### config.mk
export PLATFORM = sky130hd
export DESIGN_NAME = sobel_window_gen
export DESIGN_NICKNAME = d
export VERILOG_FILES = /design/src/rtl/sobel_window_gen.sv
export SDC_FILE = /design/constraint.sdc
export NUM_CORES = 1
export LEC_CHECK = 0
export BUFFER_PORTS_ARGS = -buffer_cell sky130_fd_sc_hd__buf_2
export CORE_MARGIN = 5
export CORE_UTILIZATION = 50
export CTS_CLUSTER_SIZE = 24
export DETAILED_ROUTE_END_ITERATION = 8
export PLACE_DENSITY = 0.77
export SLEW_MARGIN = 20
export SYNTH_ARGS = -nofsm -noshare
export SYNTH_HDL_FRONTEND = slang
export SYNTH_SLANG_ARGS = --single-unit
export TNS_END_PERCENT = 20
### constraint.sdc
create_clock -name clk -period 2.25 [get_ports clk]
set_input_delay 0.225 -clock clk [delete_from_list [all_inputs] [get_ports clk]]
set_output_delay 0.225 -clock clk [all_outputs]
set_load 0.02 [all_outputs]
### src/rtl/sobel_window_gen.sv
// sobel_window_gen: assembles a sliding 3x3 window from three row taps with column/row/eol/eof tracking.
// Define SOBEL_WINDOW_ZERO_PAD_EN to also emit zero-padded left-border windows at columns 0 and 1.
module sobel_window_gen #(
    parameter int WIDTH  = 640,
    parameter int HEIGHT = 480
) (
    input  logic                      clk,
    input  logic                      rst,
    input  logic                      valid_i,
    input  logic [7:0]                data0_i,
    input  logic [7:0]                data1_i,
    input  logic [7:0]                data2_i,
    output logic [71:0]               window_o,
    output logic                      valid_o,
    output logic [$clog2(WIDTH)-1:0]  col_o,
    output logic [$clog2(HEIGHT)-1:0] row_o,
    output logic                      eol_o,
    output logic                      eof_o
);
    localparam int CW = $clog2(WIDTH);
    localparam int RW = $clog2(HEIGHT);

    typedef enum logic {FILL, STREAM} state_t;

    state_t               r_state;
    logic [2:0][2:0][7:0] r_p;
    logic [CW-1:0]        r_col, r_col_o;
    logic [RW-1:0]        r_row, r_row_o;
    logic                 r_valid, r_eol, r_eof;
    logic                 w_last_col, w_last_row, w_border, w_emit;

    assign w_last_col = r_col == CW'(WIDTH - 1);
    assign w_last_row = r_row == RW'(HEIGHT - 3);
`ifdef SOBEL_WINDOW_ZERO_PAD_EN
    assign w_border = r_col == '0;
    assign w_emit   = 1'b1;
`else
    assign w_border = 1'b0;
    assign w_emit   = r_state == STREAM;
`endif

    always_ff @(posedge clk or negedge rst) begin
        if (!rst) begin
            r_state <= FILL;
            r_p     <= '0;
            r_col   <= '0;
            r_row   <= '0;
            r_col_o <= '0;
            r_row_o <= '0;
            r_valid <= 1'b0;
            r_eol   <= 1'b0;
            r_eof   <= 1'b0;
        end else begin
            r_valid <= 1'b0;
            r_eol   <= 1'b0;
            r_eof   <= 1'b0;
            if (valid_i) begin
                // top row takes the oldest line, bottom row the current line
                r_p[0]  <= w_border ? {data2_i, 16'd0} : {data2_i, r_p[0][2:1]};
                r_p[1]  <= w_border ? {data1_i, 16'd0} : {data1_i, r_p[1][2:1]};
                r_p[2]  <= w_border ? {data0_i, 16'd0} : {data0_i, r_p[2][2:1]};
                r_col_o <= r_col;
                r_row_o <= r_row;
                r_valid <= w_emit;
                r_eol   <= w_last_col;
                r_eof   <= w_last_col && w_last_row;
                r_col   <= w_last_col ? '0 : r_col + CW'(1);
                if (w_last_col)
                    r_row <= w_last_row ? '0 : r_row + RW'(1);
                if (r_col == CW'(1))
                    r_state <= STREAM;
                else if (w_last_col)
                    r_state <= FILL;
            end
        end
    end

    assign window_o = r_p;
    assign valid_o  = r_valid;
    assign col_o    = r_col_o;
    assign row_o    = r_row_o;
    assign eol_o    = r_eol;
    assign eof_o    = r_eof;
endmodule
==> reports/metrics.yaml <==
status:
  status: "complete, no violations"
drt:
  drc: 0
  wl_um: 9670
  routed_via_density: 5.16
  drt_iter0_drc: 105
  ant_nets: 0
  routedWlPerCell_um: 16.5
  dr.pass1.iters: 4
  vias: 3022
clock_tree:
  htree_levels: 4
  insertion_delay_ps: 500
  clkTransAtPathRegs_ps: 50
  clock_sinks: 114
  clockRootBuffer: "clkbuf_8"
  numCtsBuffers: 17
  clockBufferDepth: 2
  cts_tree: "built"
  cts_setup_buffers: 0
timing:
  min_period_ps: 2000
  setup_viol: 0
  relSlewSlack: 0.637
  fin_crit_sh: 0.888
  rsz0062_at_grt: "false"
  clock_skew_ps: 8.36
  hold_viol: 0
  tns_ps: 0
  final_max_slew_viol_count: 0
  worst_pin_slew_ps: 544
  clock.fmax_mhz: 501
worst_setup_path:
  required_ps: 2660
  critPathCaptureType: "flop"
  cp.arrival_ps: 2410
  critical_path_class: "reg -> reg"
  cp_max_fo: 16
  cp-start-kind: "flop"
global_route:
  antenna_found_initial: 0
  grt_max_degree: 100
  first_global_vias: 3261
  grt_remaining_overflow: 0
  grt_use_total: 0.185
  grt_pass1_wl_um: 16400
floorplan:
  initial_core_util: 0.513
  die_w_um: 105
  ioPinCount: 121
  die_area_um2: 10900
  core-area_um2: 8720
  placementRows: 34
  die_h_um: 105
synthesis:
  synth_fp_nets: 343
  ys_ff_latch: 114
  synth-seq-area-share: 0.637
  postSynthCellCount: 312
  syn_area_per_cell_um2: 14.4
  yosys_warnings: 0
  synthesis.area_um2: 4480
  synth_cell_type_count: 32
layout:
  nNetsFinal: 497
  drive_gt1_frac: 0.513
  post-route-util: 0.691
  antenna_cells: 0
  syn_to_final_growth_pct: 34.6
  mostFrequentLayoutCells: "buf_2, dfrtp_1, mux2_2, dlygate4sd3_1, clkbuf_16"
  final_common_cell: "buf_2"
placement:
  place_congestion: 0.807
  port_buffers: 120
  dp_hpwl_um: 6150
pwr:
  p_leak_nw: 2.85
  powerDensity_nw_per_um2: 1050
  ir_drop_v: 0.000619
flow_run:
  cap_violations: 0
min_path:
  hp-class: "in -> reg"
[state kept, by name, indices dropped and copies added (netlist names)]
| name | flops |
|---|---|
| col_o | 10 |
| eof_o | 1 |
| eol_o | 1 |
| r_col | 10 |
| r_row | 9 |
| r_state | 1 |
| row_o | 9 |
| valid_o | 1 |
| window_o | 72 |
[kinds of logic after synthesis]
kind of cell / Yosys count / share of synthesized area
buffers and inverters: 23 / 0.0204
AND/OR/NAND/NOR: 52 / 0.0623
multiplexers: 91 / 0.229
AO/OA/AOI/OAI: 21 / 0.0265
adder cells (fa/ha/maj): 4 / 0.0112
flip-flops: 114 / 0.637
XOR/XNOR: 7 / 0.0137
[stage by stage]
step / cell area, um^2 / worst slack, ps / hold slack, ps / power, mW / instances
after floorplan: 4480 / 341 / -70.6 / 3.34 / 312
after global placement: 5220 / 352 / 228 / 3.76 / 530
after detailed placement: 5220 / 280 / 230 / 3.81 / 530
after CTS: 6030 / 253 / 150 / 6.37 / 586
after global routing: 6030 / 130 / 148 / 6.62 / 586
final: 6030 / 253 / 166 / 6.31 / 586
[repair_timing]
item                      4_1_cts  5_1_grt
hold buffers                   25        0
hold endpoints to repair       60        0
gates resized for setup         0        0
[cell type report]
| class | instances | area, um^2 |
|---|---|---|
| fill | 603 | 2690 |
| clock inverter | 10 | 110 |
| clock buffer | 21 | 449 |
| sequential | 114 | 2850 |
| inverter | 8 | 30.0 |
| timing repair buffer | 150 | 918 |
| multi-input combinational | 175 | 1530 |
| tap | 108 | 135 |
[worst max-delay path, stage by stage, from the launching register on]
cell and delay, ps:
dfrtp_1 420, or3b_1 390, or3_1 430, buf_4 210, inv_1 170, nand2_1 100
o21ai_0 180
[power by group]
| part | internal, mW | switching [mW] | leakage [nW] |
|---|---|---|---|
| Combinational | 0.514 | 0.660 | 1.22 |
| Clock | 1.62 | 0.889 | 0.277 |
| Sequential | 2.38 | 0.252 | 1.35 |
| Total | 4.51 | 1.80 | 2.85 |
[Yosys cell counts (all sizes together)]
cell type  number  area share
xor2            4      0.0078
o22ai           1      0.0014
and4            2      0.0039
o21bai          1      0.0017
o21ai          11       0.012
buf             2      0.0028
o31ai           1      0.0017
nor3            3      0.0034
xnor2           3      0.0059
nand2          13       0.011
and3            2      0.0028
nand3           7      0.0078
or3             4      0.0056
or3b            1      0.0020
o211ai          1      0.0017
inv             8      0.0067
nor2            6      0.0050
mux2           91        0.23
a21oi           4      0.0045
ha              4       0.011
a31oi           1      0.0014
or4             1      0.0017
and2            4      0.0056
o41ai           1      0.0020
nand2b          2      0.0028
and3b           1      0.0020
nand4           4      0.0056
nor4            1      0.0014
dfrtp         114        0.64
nor4b           1      0.0020
clkbuf         13       0.011
[metal layers]
layer / track usage / share of wire
met4: 0.0667 / 0.0097
met2: 0.306 / 0.51
met3: 0.0727 / 0.079
met1: 0.220 / 0.40
met5: 0 / 0
[path summary, 6_finish.rpt]
kind / startpoint / endpoint / slack, ps / cells after the start
worst max-delay path: r_col[7] / r_row[2] / 250 / 6
worst min-delay path: valid_i / r_state / 170 / 3
worst max register to register: r_col[7] / r_row[2] / 250 / 6
worst min register to register: row_o[3] / row_o[3] / 500 / 1
max in group asynchronous: rst / window_o[34] / 1280 / 3
min in group asynchronous: rst / col_o[5] / 240 / 2
(Power assumes the default switching activity.)
